$ cat config.mk
export PLATFORM = sky130hd
export DESIGN_NAME = lcd_frame_scanner
export DESIGN_NICKNAME = d
export VERILOG_FILES = /design/src/rtl/lcd_frame_scanner.sv
export SDC_FILE = /design/constraint.sdc
export NUM_CORES = 1
export LEC_CHECK = 0
export ABC_AREA = 1
export CAP_MARGIN = 20
export CORE_ASPECT_RATIO = 1.4
export CORE_MARGIN = 2
export CORE_UTILIZATION = 45
export CTS_BUF_LIST = sky130_fd_sc_hd__clkbuf_2
export DETAILED_ROUTE_END_ITERATION = 16
export HOLD_SLACK_MARGIN = 0.12
export PLACE_DENSITY = 0.71
export SETUP_SLACK_MARGIN = 0.1
export SLEW_MARGIN = 20
export SYNTH_ARGS = -nofsm -noshare
export SYNTH_HDL_FRONTEND = slang
export SYNTH_SLANG_ARGS = --single-unit
$ cat constraint.sdc
create_clock -name clock -period 2.2 [get_ports clock]
set_input_delay 0.44 -clock clock [delete_from_list [all_inputs] [get_ports clock]]
set_output_delay 0.44 -clock clock [all_outputs]
set_load 0.02 [all_outputs]
$ cat src/rtl/lcd_frame_scanner.sv
// LCD frame scanner: walks a full H_PIXELS x V_PIXELS frame in raster order,
// presents each address to a pixel source, waits SRC_LATENCY cycles for the
// pixel, then offers it to the LCD bus writer with a valid/ready handshake.
module lcd_frame_scanner #(
    parameter int H_PIXELS    = 240,
    parameter int V_PIXELS    = 320,
    parameter int SRC_LATENCY = 1
) (
    input  logic        clock,
    input  logic        reset,
    input  logic        start,
    output logic [7:0]  xAddLCD,
    output logic [8:0]  yAddLCD,
    input  logic [15:0] pixelData,
    output logic [15:0] pix_data,
    output logic        pix_valid,
    input  logic        pix_ready,
    output logic        pix_first,
    output logic        busy,
    output logic        done
);

    localparam logic [7:0] X_LAST    = 8'(H_PIXELS - 1);
    localparam logic [8:0] Y_LAST    = 9'(V_PIXELS - 1);
    localparam logic [2:0] WAIT_LAST = 3'(SRC_LATENCY - 1);

    typedef enum logic [2:0] {
        ST_IDLE,
        ST_FETCH,
        ST_LATCH,
        ST_SEND,
        ST_DONE
    } state_t;

    state_t      state_q, state_d;
    logic [7:0]  x_q, x_d;
    logic [8:0]  y_q, y_d;
    logic [2:0]  wait_q, wait_d;
    logic [7:0]  xadd_q, xadd_d;
    logic [8:0]  yadd_q, yadd_d;
    logic [15:0] data_q, data_d;
    logic        valid_q, valid_d;
    logic        first_q, first_d;
    logic        busy_q, busy_d;
    logic        done_q, done_d;

    logic [7:0]  x_next;
    logic [8:0]  y_next;
    logic        last_pixel;

    // Raster successor of the current pixel, x fastest.
    always_comb begin
        x_next     = x_q;
        y_next     = y_q;
        last_pixel = (x_q == X_LAST) && (y_q == Y_LAST);
        if (x_q == X_LAST) begin
            x_next = '0;
            y_next = last_pixel ? '0 : y_q + 9'd1;
        end else begin
            x_next = x_q + 8'd1;
        end
    end

    // Next-state and registered-output logic of the scan FSM.
    always_comb begin
        state_d = state_q;
        x_d     = x_q;
        y_d     = y_q;
        wait_d  = wait_q;
        xadd_d  = xadd_q;
        yadd_d  = yadd_q;
        data_d  = data_q;
        valid_d = valid_q;
        first_d = first_q;
        busy_d  = busy_q;
        done_d  = 1'b0;

        case (state_q)
            ST_IDLE: begin
                if (start) begin
                    state_d = ST_FETCH;
                    x_d     = '0;
                    y_d     = '0;
                    wait_d  = '0;
                    xadd_d  = '0;
                    yadd_d  = '0;
                    busy_d  = 1'b1;
                end
            end

            ST_FETCH: begin
                wait_d = wait_q + 3'd1;
                if (wait_q == WAIT_LAST) begin
                    state_d = ST_LATCH;
                end
            end

            ST_LATCH: begin
                data_d  = pixelData;
                first_d = (x_q == '0) && (y_q == '0);
                valid_d = 1'b1;
                state_d = ST_SEND;
            end

            ST_SEND: begin
                if (pix_ready) begin
                    valid_d = 1'b0;
                    first_d = 1'b0;
                    wait_d  = '0;
                    x_d     = x_next;
                    y_d     = y_next;
                    // The address registers stay put on the last pixel so
                    // they only ever move when a new fetch begins.
                    if (last_pixel) begin
                        state_d = ST_DONE;
                        busy_d  = 1'b0;
                        done_d  = 1'b1;
                    end else begin
                        state_d = ST_FETCH;
                        xadd_d  = x_next;
                        yadd_d  = y_next;
                    end
                end
            end

            ST_DONE: begin
                state_d = ST_IDLE;
            end

            default: begin
                state_d = ST_IDLE;
            end
        endcase
    end

    // State and output registers, asynchronously cleared.
    always_ff @(posedge clock or posedge reset) begin
        if (reset) begin
            state_q <= ST_IDLE;
            x_q     <= '0;
            y_q     <= '0;
            wait_q  <= '0;
            xadd_q  <= '0;
            yadd_q  <= '0;
            data_q  <= '0;
            valid_q <= 1'b0;
            first_q <= 1'b0;
            busy_q  <= 1'b0;
            done_q  <= 1'b0;
        end else begin
            state_q <= state_d;
            x_q     <= x_d;
            y_q     <= y_d;
            wait_q  <= wait_d;
            xadd_q  <= xadd_d;
            yadd_q  <= yadd_d;
            data_q  <= data_d;
            valid_q <= valid_d;
            first_q <= first_d;
            busy_q  <= busy_d;
            done_q  <= done_d;
        end
    end

    assign xAddLCD   = xadd_q;
    assign yAddLCD   = yadd_q;
    assign pix_data  = data_q;
    assign pix_valid = valid_q;
    assign pix_first = first_q;
    assign busy      = busy_q;
    assign done      = done_q;

endmodule

After elaboration in Yosys (flattened, before gate mapping):

Index checks and enable logic that the tools add are counted.

* magnitude comparators: 0
* equal/unequal tests: 10
* bitwise operators: 0
* shifts and indexed selects: 0
* reduce and logical (&&, ||, !) cells: 15
* multiply operators: 0
* multiplexer cells: 33
* div/mod/pow operators: 0
* $add $sub $neg: 3

Operators with widths (count)
* $mux 9: 6
* $mux 8: 5
* $pmux 9 s2: 2
* $pmux 8 s2: 2
* $mux 3: 6
* $pmux 3 s4: 1
* $ne 2x2->1 const B: 5
* $add 9x1->9 const B: 1
* $eq 9x9->1 const B: 1
* $logic_not 9->1: 1
* $pmux 3 s3: 1
* $reduce_and 3->1: 3
* $add 8x1->8 const B: 1
* $eq 8x8->1 const B: 1
* $logic_not 8->1: 1
* $reduce_and 4->1: 2
* $mux 1: 7
* $eq 3x2->1 const B: 2
* $logic_not 3->1: 2
* $pmux 1 s2: 3
* $reduce_bool 2->1: 2
* $add 3x1->3 const B: 1
* $eq 3x1->1 const B: 1
* $reduce_bool 3->1: 1
* 2 further kinds: 3

* bits of input ports: 20
* bits in latches: 0
* ROM bits: 0
* memories: 0
* word-level logic and storage cells: 72
* bits in writable memories: 0
* output and inout bits: 37
* register bits: 60

Depth between registers and ports, before layout:

* word-level depth: 7
* depth in mapped cells: 10
* mapped depth without buffers: 10

Least setup slack after synthesis:

No wires, ideal clock.

* kind: reg2reg
* start: register x_q[0]
* end: register y_q[6]
* setup slack: 0.684 ns
* data required time: 2.117 ns
* arrival: 1.433 ns
* setup time: 0.083 ns
* clock period less this slack: 1.516 ns
* path buffers: 0
* stages on the path, launching flop included: 9
* cell sequence: dfrtp_1 -> ha_1 -> nand3_1 -> inv_1 -> nand2_4 -> nor2_4 -> nor2_1 -> nand3_1 -> o21ai_0

* cells in the longest elaborated chain, start to end: 6

RTL lines
* start: declaration: line 36 `logic [7:0] x_q, x_d;`
* start signal: assignment: line 140 `x_q <= '0;`
* start signal: assignment: line 152 `x_q <= x_d;`
* $eq 8x8->1 *: line 55, 56
* $logic_and 1x1->1: line 55 `last_pixel = (x_q == X_LAST) && (y_q == Y_LAST);`
* $mux 9: line 58 `y_next = last_pixel ? '0 : y_q + 9'd1;`
* $mux 9 *: line 56 `if (x_q == X_LAST) begin`
* $mux 9 *: line 106 `if (pix_ready) begin`
* $pmux 9 s2 *: line 78 `case (state_q)`
* end signal: assignment: line 153 `y_q <= y_d;`
* end: declaration: line 37 `logic [8:0] y_q, y_d;`

Every way passes the cells marked *; elsewhere a longest branch is shown, timed or not. The select of a mux whose other input is x is not followed.
A chain may end at the register's enable or synchronous reset.

Worst setup path in the final report:

* start: register data_q[11], in the netlist pix_data[11]
* end: output pix_data[11]

RTL lines
* start: declaration: line 41 `logic [15:0] data_q, data_d;`
* start signal: assignment: line 157 `data_q <= data_d;`
* end: declaration: line 15 `output logic [15:0] pix_data,`

No word-level cell between the ends.

==> summary.md <==
| Metric | Value |
|---|---|
| Vias | roughly 2400 |
| Initial antenna violation count | 0 |
| Drt first pass iters | 4 |
| Final min period | 1960 ps |
| Synth top area share | 0.535 |
| Worst Max-Slew Pin Slew | slightly above 400 ps |
| RSZ-0062 raised after global routing | false |
| Comb power frac | 0.440 |
| Root Buffer | clkbuf_2 |
| Relative slew slack | 0.730 |
| Synthesis-stage register bit count | 60 |
| Final Setup Violations | 0 |
| Core Footprint | 6130 um^2 |
| Post-layout util | 0.578 |
| Clock tree buffer depth | 2 |
| P_sw | 1.49 mW |
| Layout area overhead | 26.0% |
| Fin nets | 438 |
| Crit path cell chain | clkdlybuf4s50_1 |
| CP max stage delay | between 600 and 700 ps |
| Initial Util | 0.459 |
| Routability cong. | between 0.8 and 0.9 |
| Sequential element share of the synthesized area | 0.535 |
| Largest net degree at the start of global routing | between 60 and 70 |
| Reg-to-reg endpoint | y_q[3] |
| Leak | between 1.5 and 2 nW |
| Total GRT Usage | 0.201 |
| Post-route ant nets | 0 |
| Inst Count DP | 473 |
| Final setup TNS | 0 ps |
| Top delay family on crit path | buffers and inverters |
| R2R depth | 9 |
| Worst slack, placed | 224 ps |
| Clk_skew | approximately 23 ps |
| PD cells | 1020 nW/um^2 |
| Flop pwr share | 0.413 |
| Crit. End Element | output pin |
| Fmax | a little over 500 MHz |
| Final Slew Violations | 0 |
| Cell accounting for the most synthesized area | dfrtp_1 |
| Leading post-synthesis cells by cell area | dfrtp_1 53%, nand2_1 19%, inv_1 4.7%, nand3_1 4.1%, o21ai_0 3.6% |
| Status | finished, final reports clean |
| Finished Layout Cells | approximately 490 |
| Netlist Area Pre-Place | 2810 um^2 |
| Worst Hold Class | in -> async |
| Max cap viols | 0 |
| Post-DP HPWL | 4460 um |
| Critical Path Start Type | flip-flop |
| Post-CTS Hold Fix Bufs | 0 |
| Vias in the first global route | between 2000 and 2500 |
| CTS tree | done |
| R2R setup slack | between 400 and 500 ps |
| Power Total | 3.59 mW |
| Initial DRC Count | 160 |
| Setup ws final | roughly 240 ps |
| Syn avg cell area | 8.09 um^2 |
| Average wire per standard cell | about 13 um |
| Critical Path Fanout Max | 2 |
| H-tree levels | 3 |
| Switching Share | 0.416 |
| Mapped Cells | 347 |
| CTS Sinks | 60 |
| I/O pins | 57 |
| N_diodes | 0 |
| Clock power share | 0.147 |
| Pint | 2.10 mW |
| # DRC | 0 |
| Die Y | 97.5 um |
| Maximum VDD drop | 586 uV |
| Syn Nets | between 300 and 400 |
| Row cnt | 34 |
| Routed WL | approximately 6200 um |
| Final hold vios | 0 |
| CP bufs+invs | 1 |
| Skew-Pair Late Insertion Delay | roughly 510 ps |
| Clk slew on worst S/H paths | between 150 and 200 ps |
| Chip Width | 70.8 um |
| Grt ovf | 0 |
| Die ar. | 6900 um^2 |
| Crit path DAT | 1520 ps |
| Critical path required time | between 1500 and 2000 ps |
| Number of library cell types mapped by synthesis | 29 |
| Num CTS Buffers | 9 |
| Post-cts resize count | 0 |
| Period Utilization, post-route | 0.891 |
| Share of post-route cells with drive strength above 1 | 0.0769 |
| CP max stage cell | clkdlybuf4s50_1 |
| YS warnings | 0 |
| Global-route wire length before repair | 10900 um |
| Post-CTS Setup Inserts | 0 |
| Crit Path Category | reg -> out |
| Number of I/O port buffers | 56 |
| Via density | roughly 4.9 |
| Worst R2R Start | x_q[0] |
-- worst max-delay path by stage --
stage | start | to | slack (ps) | cells past startpoint
finish | pix_data[11] | pix_data[11] | 240 | 1
CTS | pix_data[11] | pix_data[11] | 220 | 1
global route | pix_first | pix_first | 190 | 1
floorplan | reset | busy | 280 | 1
global placement | pix_ready | xAddLCD[3] | 280 | 8
detailed placement | pix_ready | x_q[0] | 220 | 8
-- synth_stat cells --
master / count
nand3_2: 1
o21ai_1: 1
dfrtp_1: 60
nor3_1: 3
nand2_1: 145
nand4_1: 6
a21oi_1: 4
nor2_2: 1
nor4_1: 1
inv_1: 35
buf_6: 1
nand3_1: 23
o21bai_1: 1
o22ai_1: 1
buf_4: 1
nor2_4: 3
or2_2: 1
and2_1: 1
buf_2: 1
inv_2: 3
clkinv_2: 1
nand2_2: 1
xor2_1: 2
clkbuf_1: 3
nor2_1: 17
o21ai_0: 20
ha_1: 6
xnor2_1: 1
nand2_4: 3
-- area by class of cell --
type,count,area (um^2)
fillers,567,2590
clock buffers,11,55.1
clock inverters,4,17.5
well taps,72,90.1
inverters,39,148
multi-input cells,242,1120
repair buffers,60,603
flip-flops and latches,60,1500
-- sequential cells by signal (all words and copies together), names as in the netlist --
register and count:
pix_data 16, yAddLCD 9, y_q 9, xAddLCD 8
x_q 8, state_q 3, wait_q 3, busy 1
done 1, pix_first 1, pix_valid 1
-- kinds of logic after synthesis --
family | synth area share
and+or+nand+nor | 0.315
adders and majority gates | 0.0267
DFF | 0.535
AOI/OAI and AO/OA | 0.0494
xor gates and xnor gates | 0.00936
buffers and inverters | 0.0650
-- layout by cell type (no fill, tap or decap) --
| master | netlist | routed |
|---|---|---|
| buf_12 | 0 | 1 |
| nand3_2 | 1 | 1 |
| xnor2_1 | 1 | 1 |
| dfrtp_1 | 60 | 60 |
| clkinv_1 | 0 | 2 |
| clkinv_2 | 1 | 3 |
| nor2_1 | 17 | 17 |
| nor2_2 | 1 | 1 |
| inv_2 | 3 | 4 |
| o22ai_1 | 1 | 1 |
| nor3_1 | 3 | 3 |
| nand3_1 | 23 | 23 |
| inv_1 | 35 | 34 |
| nor2_4 | 3 | 3 |
| o21ai_1 | 1 | 1 |
| and2_1 | 1 | 1 |
| xor2_1 | 2 | 2 |
| a21oi_1 | 4 | 4 |
| or2_2 | 1 | 1 |
| o21ai_0 | 20 | 20 |
| clkdlybuf4s50_1 | 0 | 56 |
| ha_1 | 6 | 6 |
| nand4_1 | 6 | 6 |
| clkbuf_2 | 0 | 11 |
| buf_4 | 1 | 3 |
| nor4_1 | 1 | 1 |
| nand2_4 | 3 | 3 |
| o21bai_1 | 1 | 1 |
| nand2_2 | 1 | 1 |
| nand2_1 | 145 | 145 |
-- through the flow --
stage / hold WS (ps) / cell area [um^2]
floorplan: 470 / 2810
global placement: 454 / 3470
detailed placement: 458 / 3470
CTS: 276 / 3540
global route: 332 / 3540
finish: 272 / 3540
-- layer usage --
| metal | vias up | track usage | share of wire |
|---|---|---|---|
| li1 | 1212 | - | - |
| met1 | 1131 | 0.249 | 0.43 |
| met2 | 55 | 0.326 | 0.50 |
| met3 | 15 | 0.0373 | 0.044 |
| met4 | 0 | 0.109 | 0.025 |
| met5 | - | 0 | 0 |
-- power by group through the flow --
stage	Sequential (mW)	Combinational [mW]	Clock (mW)
global route	1.52	1.78	0.602
CTS	1.48	1.62	0.551
global placement	1.50	1.57	0
detailed placement	1.50	1.61	0
finish	1.48	1.58	0.528
floorplan	1.70	0.810	0
Power figures use the tool's default switching activity.
